File: src/rtl/lcd_st_pkg.sv
// lcd_st_pkg: shared framing state and beat layout for the LCD streaming path
package lcd_st_pkg;
  typedef enum logic [1:0] {IDLE, PASS, DROP} state_t;
  localparam int BEAT_DATA_W = 8;
  localparam int BEAT_CHAN_W = 8;
  typedef struct packed {
    logic [BEAT_DATA_W-1:0] data;
    logic [BEAT_CHAN_W-1:0] channel;
    logic                   sop;
    logic                   eop;
  } beat_t;
endpackage

File: src/rtl/lcd_st_skid_buffer.sv
// lcd_st_skid_buffer: two-entry registered ready/valid stage with registered in_ready
module lcd_st_skid_buffer #(
  parameter int WIDTH = 8
) (
  input  logic             clk,
  input  logic             reset_n,
  input  logic             in_valid,
  output logic             in_ready,
  input  logic [WIDTH-1:0] in_data,
  output logic             out_valid,
  input  logic             out_ready,
  output logic [WIDTH-1:0] out_data
);
  logic [WIDTH-1:0] r_main, r_skid;
  logic             r_main_v, r_skid_v, r_ready;
  logic             w_acc, w_pop;
  assign w_acc     = in_valid && r_ready;
  assign w_pop     = r_main_v && out_ready;
  assign in_ready  = r_ready;
  assign out_valid = r_main_v;
  assign out_data  = r_main;
  // main register feeds the output; skid catches the one beat accepted while stalled
  always_ff @(posedge clk or negedge reset_n)
    if (!reset_n) begin
      r_main   <= '0;
      r_skid   <= '0;
      r_main_v <= 1'b0;
      r_skid_v <= 1'b0;
      r_ready  <= 1'b0;
    end else if (r_skid_v) begin
      if (w_pop) begin
        r_main   <= r_skid;
        r_skid_v <= 1'b0;
        r_ready  <= 1'b1;
      end
    end else if (w_acc && r_main_v && !w_pop) begin
      r_skid   <= in_data;
      r_skid_v <= 1'b1;
      r_ready  <= 1'b0;
    end else begin
      r_ready <= 1'b1;
      if (w_acc) begin
        r_main   <= in_data;
        r_main_v <= 1'b1;
      end else if (w_pop)
        r_main_v <= 1'b0;
    end
endmodule

File: src/rtl/lcd_st_channel_adapter.sv
// lcd_st_channel_adapter: maps a narrow input channel onto an offset output channel, dropping out-of-range packets
module lcd_st_channel_adapter
  import lcd_st_pkg::*;
#(
  parameter int DATA_W      = 8,
  parameter int IN_CHAN_W   = 1,
  parameter int OUT_CHAN_W  = 8,
  parameter int CHAN_OFFSET = 0,
  parameter int MAX_CHAN    = 255,
  parameter int CNT_W       = 16
) (
  input  logic                  clk,
  input  logic                  reset_n,
  output logic                  in_ready,
  input  logic                  in_valid,
  input  logic [DATA_W-1:0]     in_data,
  input  logic [IN_CHAN_W-1:0]  in_channel,
  input  logic                  in_startofpacket,
  input  logic                  in_endofpacket,
  input  logic                  out_ready,
  output logic                  out_valid,
  output logic [DATA_W-1:0]     out_data,
  output logic [OUT_CHAN_W-1:0] out_channel,
  output logic                  out_startofpacket,
  output logic                  out_endofpacket,
  output logic                  err_pulse,
  output logic [CNT_W-1:0]      drop_count
);
  localparam int BW = DATA_W + OUT_CHAN_W + 2;
  state_t                r_state;
  logic [OUT_CHAN_W-1:0] r_chan;
  logic                  r_err;
  logic [CNT_W-1:0]      r_drop;
  logic [OUT_CHAN_W:0]   w_mapped;
  logic [OUT_CHAN_W-1:0] w_chan;
  logic                  w_legal, w_acc, w_fwd;
  logic [BW-1:0]         w_beat, w_obeat;
  assign w_mapped   = (OUT_CHAN_W+1)'(in_channel) + (OUT_CHAN_W+1)'(CHAN_OFFSET);
  assign w_legal    = !w_mapped[OUT_CHAN_W] && (w_mapped[OUT_CHAN_W-1:0] <= OUT_CHAN_W'(MAX_CHAN));
  assign w_acc      = in_valid && in_ready;
  assign w_fwd      = w_acc && (in_startofpacket ? w_legal : r_state == PASS);
  assign w_chan     = in_startofpacket ? w_mapped[OUT_CHAN_W-1:0] : r_chan;
  assign w_beat     = {in_data, w_chan, in_startofpacket, in_endofpacket};
  assign err_pulse  = r_err;
  assign drop_count = r_drop;
  assign {out_data, out_channel, out_startofpacket, out_endofpacket} = w_obeat;
  // framing FSM: SOP always starts a new packet; non-SOP beats only pass while in PASS
  always_ff @(posedge clk or negedge reset_n)
    if (!reset_n) begin
      r_state <= IDLE;
      r_chan  <= '0;
      r_err   <= 1'b0;
      r_drop  <= '0;
    end else begin
      r_err <= w_acc && (in_startofpacket ? r_state != IDLE : r_state == IDLE);
      if (w_acc && in_startofpacket) begin
        r_state <= in_endofpacket ? IDLE : (w_legal ? PASS : DROP);
        if (w_legal)
          r_chan <= w_mapped[OUT_CHAN_W-1:0];
        else if (r_drop != '1)
          r_drop <= r_drop + 1'b1;
      end else if (w_acc && in_endofpacket)
        r_state <= IDLE;
    end
  lcd_st_skid_buffer #(.WIDTH(BW)) u_skid (
    .clk       (clk),
    .reset_n   (reset_n),
    .in_valid  (w_fwd),
    .in_ready  (in_ready),
    .in_data   (w_beat),
    .out_valid (out_valid),
    .out_ready (out_ready),
    .out_data  (w_obeat)
  );
endmodule
File: config.mk
export PLATFORM = sky130hd
export DESIGN_NAME = lcd_st_channel_adapter
export DESIGN_NICKNAME = d
export VERILOG_FILES = /design/src/rtl/lcd_st_pkg.sv /design/src/rtl/lcd_st_skid_buffer.sv /design/src/rtl/lcd_st_channel_adapter.sv
export SDC_FILE = /design/constraint.sdc
export NUM_CORES = 1
export LEC_CHECK = 0
export CAP_MARGIN = 15
export CORE_MARGIN = 4
export CORE_UTILIZATION = 49
export DETAILED_ROUTE_END_ITERATION = 12
export PLACE_DENSITY_LB_ADDON = 0.12
export SYNTH_ARGS = -nofsm -noshare
export SYNTH_HDL_FRONTEND = slang
export SYNTH_HIERARCHICAL = 1
export SYNTH_SLANG_ARGS = --single-unit
File: constraint.sdc
create_clock -name clk -period 2.6 [get_ports clk]
set_input_delay 0.65 -clock clk [delete_from_list [all_inputs] [get_ports clk]]
set_output_delay 0.65 -clock clk [all_outputs]
set_load 0.02 [all_outputs]
Yosys cells after proc, flatten, opt, wreduce, memory -nomap -nowiden
Index checks and enable logic that the tools add are counted.

Add/sub/neg operators: 1. Reduce and logical (&&, ||, !) cells: 20. Equality and inequality tests: 4. Order comparisons: 1. Bitwise logic cells: 3. Multiplexer cells: 19.

Operators with widths (number): 18-bit two-way mux (4); 16-bit by 1-bit adder with 16-bit output, second input constant (1); 16-bit != test, second input constant (1); 1-bit two-way mux (11); 1-bit logical AND (9); 3-bit AND reduction (3); 1-bit by 8-bit less-or-equal comparator with 1-bit output, second input constant (1); 2-bit two-way mux (4); 2-bit nonzero test (4); 2-bit AND reduction (2); 1-bit inverter (3); 2-bit by 1-bit equality test with 1-bit output, second input constant (1); 2-bit logical NOT (1); 2-bit by 1-bit != test with 1-bit output, second input constant (1); 2-bit != test, second input constant (1); 1-bit logical NOT (1).

Output and inout bits: 37. Flip-flop bits (word level): 59. Logic and storage cells: 57.

Depth between registers and ports, before layout
Gate-level depths: netlist (run 1).

Depth after elaboration: 8. Gate-level depth with buffers: 8.

By module
Netlist (run 1), hierarchy kept.

By module, submodules not included: lcd_st_skid_buffer (seq. area each 975.9 sq um, area each 1750.4 sq um, times used 1, cells an instance 112); lcd_st_channel_adapter (seq. area each 75.1 sq um, area each 275.3 sq um, times used 1, cells an instance 30).

Worst setup path after synthesis (run 1)
Ideal clock, no wire load.

Path type: in2reg. Start: in in_startofpacket. End: reg u_skid.r_skid[10]. Cell stages on the path: 8. Required time: 2.475 ns. Setup slack: 0.295 ns. Setup time: 0.125 ns. Data arrival time: 2.180 ns. Cell sequence: inv_1 ha_1 nor2_1 nand2_1 or4b_4 buf_6 buf_6 mux2_4.

Word-level cells in the longest chain between the ends: 6.

Ends and longest elaborated chain: start: declaration (line lcd_st_channel_adapter.sv:18) `input logic in_startofpacket,`; 1-bit two-way mux (line lcd_st_channel_adapter.sv:41) `assign w_fwd = w_acc && (in_startofpacket ? w_legal : r_state == PASS);`; 1-bit logical AND (line lcd_st_channel_adapter.sv:41); named net w_fwd (line lcd_st_channel_adapter.sv:36) `logic w_legal, w_acc, w_fwd;`; 1-bit logical AND (line lcd_st_skid_buffer.sv:17) `assign w_acc = in_valid && r_ready;`; 1-bit logical AND (2 in a row) (line lcd_st_skid_buffer.sv:36) `end else if (w_acc && r_main_v && !w_pop) begin`; 2-bit AND reduction (no line); end signal: assignment (line lcd_st_skid_buffer.sv:37) `r_skid <= in_data;`; end: declaration (line lcd_st_skid_buffer.sv:14) `logic [WIDTH-1:0] r_main, r_skid;`.

The timed path passes the listed nets, and every way through them passes these cells. A chain may end at the register's enable or synchronous reset.

Worst setup path after layout (run 1)
Start: in in_startofpacket. End: reg u_skid.r_skid[6].

Same word-level chain as after synthesis.

==> metrics, run 1 <==
status=complete, no violations; residual overflow from global routing=0; post-route met1 wirelength=approximately 1.5 mm; number of flops mapped to enable cells by yosys=0; Final period util=0.950; clock transition at the registers of the reported paths=0.07 ns; total negative slack for setup checks=0 ns; most common cell in the synthesized netlist=sky130_fd_sc_hd__mux2_2; Final min period=2.47 ns; Die Span X=72.3 um; xor and xnor area share after synthesis=0; Tot GR Track Use=0.150; compound-gate portion of the synthesized area=0.0216; Final Hold Violating Endpoints=0; DR WL met2=~1.7 mm; total clock buffers created by CTS=5; cell-by-cell listing of the critical path=clkdlybuf4s50_1 > inv_1 > ha_1 > nor2_1 > nand2_1 > or4b_4 > mux2_4; clock tree from TritonCTS=yes; routed length per instance=14.1 um; Worst Setup Path Type=input pin to flop; number of hold buffers added after CTS=0; cell types with the highest counts after synthesis=sky130_fd_sc_hd__mux2_2 (46), sky130_fd_sc_hd__dfrtp_1 (42), sky130_fd_sc_hd__buf_4 (16); number of nets with antenna violations after detailed routing=0; latest clock arrival within the worst-skew pair=0.28 ns; leading area contributor after synthesis=sky130_fd_sc_hd__dfrtp_1; async set-or-reset flop fraction in the synthesized netlist=1.00; number of iterations in the first detailed-routing pass=4; vias after detailed routing=1,184; final RePlAce weighted congestion=0.778; leading cell types by total area after synthesis=sky130_fd_sc_hd__dfrtp_1 (52%), sky130_fd_sc_hd__mux2_2 (26%), sky130_fd_sc_hd__mux2_4 (7.4%); share of layout cells above drive strength 1=0.374; die footprint=5230 sq um; maximum clock insertion buffer count=2; slew at the pin with the worst max-slew slack=0.902 ns; post-CTS setup-driven buffer insertion count=0; RSZ-0062 raised after global routing=no; share of the core filled with cells=0.627; standard cell with the maximum stage delay on the critical path=sky130_fd_sc_hd__or4b_4; number of antenna violations at the first check in global routing=0; routed wire length=3.49 mm; worst clock skew=0.00205 ns; clock tree root buffer cell=sky130_fd_sc_hd__clkbuf_8; power density normalized to cell area=1190 nW/um^2; area fraction of the dominant cell type after synthesis=0.519; count of unique library cells instantiated by Yosys=21; uppermost metal layer occupied by signal nets=met4; final worst slack=0.131 ns; mean post-synth cell area=14.3 sq um; maxcap violations=0; Gate Count Post-Synth=142; post-synthesis instance area=2030 sq um; via count of the first global-routing pass=1,281; required time at the endpoint of the critical path=2.77 ns; floorplan die height=72.3 um; share of the yosys chip area belonging to registers=0.519; maximum number of pins on one net before global-route repair=43; I/O Buffers=35; growth of design area from synthesis to finish=23.7%; classification of the worst-slack hold path=input pin to asynchronous set/reset pin; smallest hold slack=0.484 ns; Achievable Freq=~400 MHz; FF+latch count, synth=42; count of unresolved DRC violations after routing=0; area share of fa/ha/maj cells after synthesis=0.00618; placeable core region=4000 sq um; count of warnings emitted by yosys=6; Site Rows=23; number of sinks on the clock net=42; ports placed on the boundary=between 50 and 60; ys flop type=sky130_fd_sc_hd__dfrtp_1; largest family of logic cells by synthesized area=multiplexers; starting utilization of the core area=0.506; post-cts resize count=0; kind of end point of the critical path=flop; final slew viol count=0; wire length of the first global-routing pass=6.02 mm; startpoint kind of the worst setup timing path=input pin; overall power after layout=roughly 3.0 mW; data arrival at the endpoint of the critical path=2.64 ns; antenna cells=0; max-slew headroom at the worst pin=0.399; crit-path max FO=19; synthesized-area fraction occupied by and/or/nand/nor cells=0.0309; final number of setup-violating endpoints=0; Nets=213; share of synthesized area spent on multiplexers=0.330; leakage power total=1.15 nW; drt initial violations=56; WL met3=roughly 270 um; Detailed Place HPWL=2.47 mm; drt via density=approximately 4.8; highest ir drop seen on vdd=0.649 mV; dpl ws=-0.187 ns; number of H-tree levels=2; delay contributed by the slowest stage of the critical path=about 0.7 ns
## cells by family (layout without fill, tap and decap cells)
| group | after synthesis | count (layout) |
|---|---|---|
| compound gates | 7 | 7 |
| fa+ha+maj | 1 | 1 |
| buf+inv | 25 | 52 |
| flops | 42 | 42 |
| mux | 56 | 56 |
| other cells | 1 | 30 |
| simple gates | 10 | 10 |
## stage by stage
step | cell area [sq um] | instances
after floorplan | 2130 | 171
after global placement | 2410 | 240
after detailed placement | 2410 | 240
after CTS | 2510 | 248
after global routing | 2510 | 248
final | 2510 | 248
## layer usage
layer | global-route usage | up-vias
met5 | 0 | -
met4 | 0.0564 | 0
met3 | 0.0443 | 2
met2 | 0.236 | 43
met1 | 0.197 | 582
li1 | - | 557
## where the power goes
| group | leakage (nW) | total (mW) | internal [mW] | switching, mW |
|---|---|---|---|---|
| Sequential | 0.504 | 1.17 | 0.969 | 0.202 |
| Combinational | 0.603 | 1.39 | 0.831 | 0.562 |
| Clock | 0.0482 | 0.421 | 0.214 | 0.207 |
## path summary, 6_finish.rpt
kind | from | end | slack, ns | cells past startpoint
setup / recovery | in_startofpacket | u_skid/r_skid[6] | 0.13 | 7
hold / removal | reset_n | u_skid/r_skid[7] | 0.48 | 1
setup reg to reg | u_skid/in_ready | u_skid/r_skid[6] | 0.61 | 5
hold reg to reg | r_chan[0] | r_chan[0] | 0.51 | 1
max in group asynchronous | reset_n | u_skid/r_skid[3] | 1.54 | 1
min in group clk | r_chan[0] | r_chan[0] | 0.51 | 1
## critical path: cells and delay by family
family                   cells  cell delay, ns
adder cells (fa/ha/maj)      1            0.18
AND/OR/NAND/NOR              3            0.91
multiplexers                 1            0.35
buffers and inverters        2            0.52
## state kept, by name, indices dropped and copies added, names as in the netlist
signal / cells
r_chan: 1
err_pulse: 1
u_skid/r_skid: 18
u_skid/out_data: 18
u_skid/out_valid: 1
u_skid/r_skid_v: 1
u_skid/in_ready: 1
r_state: 1
## layout by cell type, fill, tap and decap left out, drive strengths merged, types with 2 or more instances in the layout
master and count:
nor2 2, a21oi 3, clkdlybuf4s50 34, nand2 3
dfrtp 42, mux2 56, clkbuf 7, buf 7
o21ai 2, inv 3, conb 30
## final cells by class
| type | count | area [sq um] |
|---|---|---|
| Fill cell | 311 | 1490 |
| Inverter | 3 | 11.3 |
| Tap cell | 50 | 62.6 |
| Clock inverter | 1 | 5.00 |
| Sequential cell | 42 | 1050 |
| Timing Repair Buffer | 41 | 390 |
| Multi-Input combinational cell | 104 | 900 |
| Clock buffer | 7 | 86.3 |
Note: power is estimated with default switching activity, not from simulation.
==> run 2, diff against run 1 <==
--- a/config.mk
+++ b/config.mk
@@ -5,7 +5,6 @@
 export SDC_FILE = /design/constraint.sdc
 export NUM_CORES = 1
 export LEC_CHECK = 0
-export CAP_MARGIN = 15
 export CORE_MARGIN = 4
 export CORE_UTILIZATION = 49
 export DETAILED_ROUTE_END_ITERATION = 12
==> results of run 2 <==
Final layout, timing and power as in run 1 (identical DEF).
==> run 3, diff against run 2 <==
--- a/config.mk
+++ b/config.mk
@@ -7,8 +7,9 @@
 export LEC_CHECK = 0
 export CORE_MARGIN = 4
 export CORE_UTILIZATION = 49
+export CTS_CLUSTER_DIAMETER = 120
 export DETAILED_ROUTE_END_ITERATION = 12
-export PLACE_DENSITY_LB_ADDON = 0.12
+export PLACE_DENSITY_LB_ADDON = 0.3
 export SYNTH_ARGS = -nofsm -noshare
 export SYNTH_HDL_FRONTEND = slang
 export SYNTH_HIERARCHICAL = 1
==> run 3 against run 2 <==
Effect of this change:
- wire length rose by 1.7%
- utilization increased by 0.094 points
- critical path depth did not move
- clock-buffer cell count shrank 1
- total power up 0.84%
- clock skew is 0.0042 ns higher
- largest power group unchanged
- combinational power about the same
==> metrics, run 3 (same netlist as run 1, synthesis figures left out) <==
Nets=213 (unchanged); maximum number of pins on one net before global-route repair=43 (unchanged); overall power after layout=3.01 mW (+0.84%); count of unresolved DRC violations after routing=0 (unchanged); clock tree from TritonCTS=yes; maximum clock insertion buffer count=2 (unchanged); via count of the first global-routing pass=1,304 (+1.8%); final number of setup-violating endpoints=0 (unchanged); post-CTS setup-driven buffer insertion count=0 (unchanged); vias after detailed routing=1,193 (+0.76%); latest clock arrival within the worst-skew pair=0.29 ns (about the same); total negative slack for setup checks=0 ns (unchanged); most frequent cells in the layout=sky130_fd_sc_hd__mux2_2 (46), sky130_fd_sc_hd__dfrtp_1 (42), sky130_fd_sc_hd__clkdlybuf4s50_1 (34); RSZ-0062 raised after global routing=no; Final Hold Violating Endpoints=0 (unchanged); number of H-tree levels=2 (unchanged); final slew viol count=0 (unchanged); ports placed on the boundary=52 (unchanged); Final min period=2.47 ns (+0.00493 ns); floorplan die height=72.3 um (unchanged); clock transition at the registers of the reported paths=0.08 ns (about the same); leading cell type in the layout, fill and taps excluded=sky130_fd_sc_hd__mux2_2; fillers=308 (-0.96%); status=complete, no violations; number of hold buffers added after CTS=0 (unchanged); share of layout cells above drive strength 1=0.379 (+0.00505); routed wire length=3.55 mm (+1.7%); slew at the pin with the worst max-slew slack=0.909 ns (+0.00751 ns); startpoint kind of the worst setup timing path=input pin; share of the core filled with cells=0.627 (+0.000938); required time at the endpoint of the critical path=2.78 ns (about the same); growth of design area from synthesis to finish=23.9%; wire length of the first global-routing pass=6.12 mm (+1.6%); data arrival at the endpoint of the critical path=2.66 ns (+0.02 ns); dpl ws=-0.177 ns (+0.0108 ns); classification of the worst-slack hold path=input pin to asynchronous set/reset pin; starting utilization of the core area=0.506 (unchanged); number of antenna violations at the first check in global routing=0 (unchanged); antenna cells=0 (unchanged); Detailed Place HPWL=2.54 mm (+2.8%); Final period util=0.952 (+0.00190); residual overflow from global routing=0 (unchanged); number of nets with antenna violations after detailed routing=0 (unchanged); highest ir drop seen on vdd=0.609 mV (-6.3%); final RePlAce weighted congestion=0.760 (-2.3%); drt initial violations=53 (-5.4%); routed length per instance=14.3 um (+1.7%); Tot GR Track Use=0.152 (+0.00207); power density normalized to cell area=1200 nW/um^2 (+0.69%); final worst slack=0.126 ns (-0.00493 ns); number of iterations in the first detailed-routing pass=4 (unchanged); Die Span X=72.3 um (unchanged); area taken by multi-input logic gates=900 sq um (unchanged); number of sinks on the clock net=42 (unchanged); Worst Setup Path Type=input pin to flop; leakage power total=1.15 nW (about the same); I/O Buffers=35 (unchanged); max-slew headroom at the worst pin=0.394 (-0.00500); clock tree root buffer cell=sky130_fd_sc_hd__clkbuf_8; maxcap violations=0 (unchanged); placeable core region=4000 sq um (unchanged); drt via density=4.81 (+0.76%); smallest hold slack=0.475 ns (-0.00964 ns); Achievable Freq=404 MHz (-0.20%); die footprint=5230 sq um (unchanged); Site Rows=23 (unchanged); crit-path max FO=19 (unchanged); kind of end point of the critical path=flop; post-cts resize count=0 (unchanged); worst clock skew=0.00621 ns (+0.00416 ns); total clock buffers created by CTS=5 (unchanged); Reg area=1050 sq um (unchanged)
## run 3: metrics by stage
stage	std cells	area, sq um
after CTS	248	2510
final	248	2510
after global routing	248	2510
after detailed placement	240	2410
after global placement	240	2410
after floorplan	171	2130
## run 3: critical path: stages
cell and delay, ns:
sky130_fd_sc_hd__clkdlybuf4s50_1 0.47, sky130_fd_sc_hd__inv_1 0.05, sky130_fd_sc_hd__ha_1 0.18, sky130_fd_sc_hd__nor2_1 0.15, sky130_fd_sc_hd__nand2_1 0.09, sky130_fd_sc_hd__or4b_4 0.71, sky130_fd_sc_hd__mux2_4 0.36
## run 3: final cells by class
cell class,count,share of cell area
well taps,50,0.0249
flip-flops and latches,42,0.419
clock buffers,6,0.0329
clock inverters,2,0.00499
repair buffers,41,0.156
multi-input cells,104,0.358
inverters,3,0.00449
## run 3: final timing paths
check                                 endpoint                start  cells after the start  slack (ns)
hold / removal              u_skid/out_data[8]              reset_n                      1        0.47
setup reg to reg             u_skid/r_skid[13]      u_skid/in_ready                      5        0.59
min in group clk           u_skid/out_data[15]  u_skid/out_data[15]                      1        0.51
hold reg to reg            u_skid/out_data[15]  u_skid/out_data[15]                      1        0.51
max in group asynchronous    u_skid/r_skid[15]              reset_n                      1        1.54
setup / recovery             u_skid/r_skid[13]     in_startofpacket                      7        0.13
## run 3: report_power, final
group          internal [mW]  switching [mW]  total (mW)
Combinational          0.831           0.573        1.40
Sequential             0.969           0.198        1.17
Clock                  0.213           0.225       0.439
Total                   2.01           0.997        3.01
## run 3: metal layers
layer | share of wire | track usage | vias to the layer above | wire (um)
met1 | 0.42 | 0.185 | 594 | 1470
met4 | 0.018 | 0.0564 | 0 | 65
met3 | 0.061 | 0.0526 | 6 | 218
met5 | 0 | 0 | - | 0
li1 | - | - | 555 | -
met2 | 0.50 | 0.250 | 38 | 1790
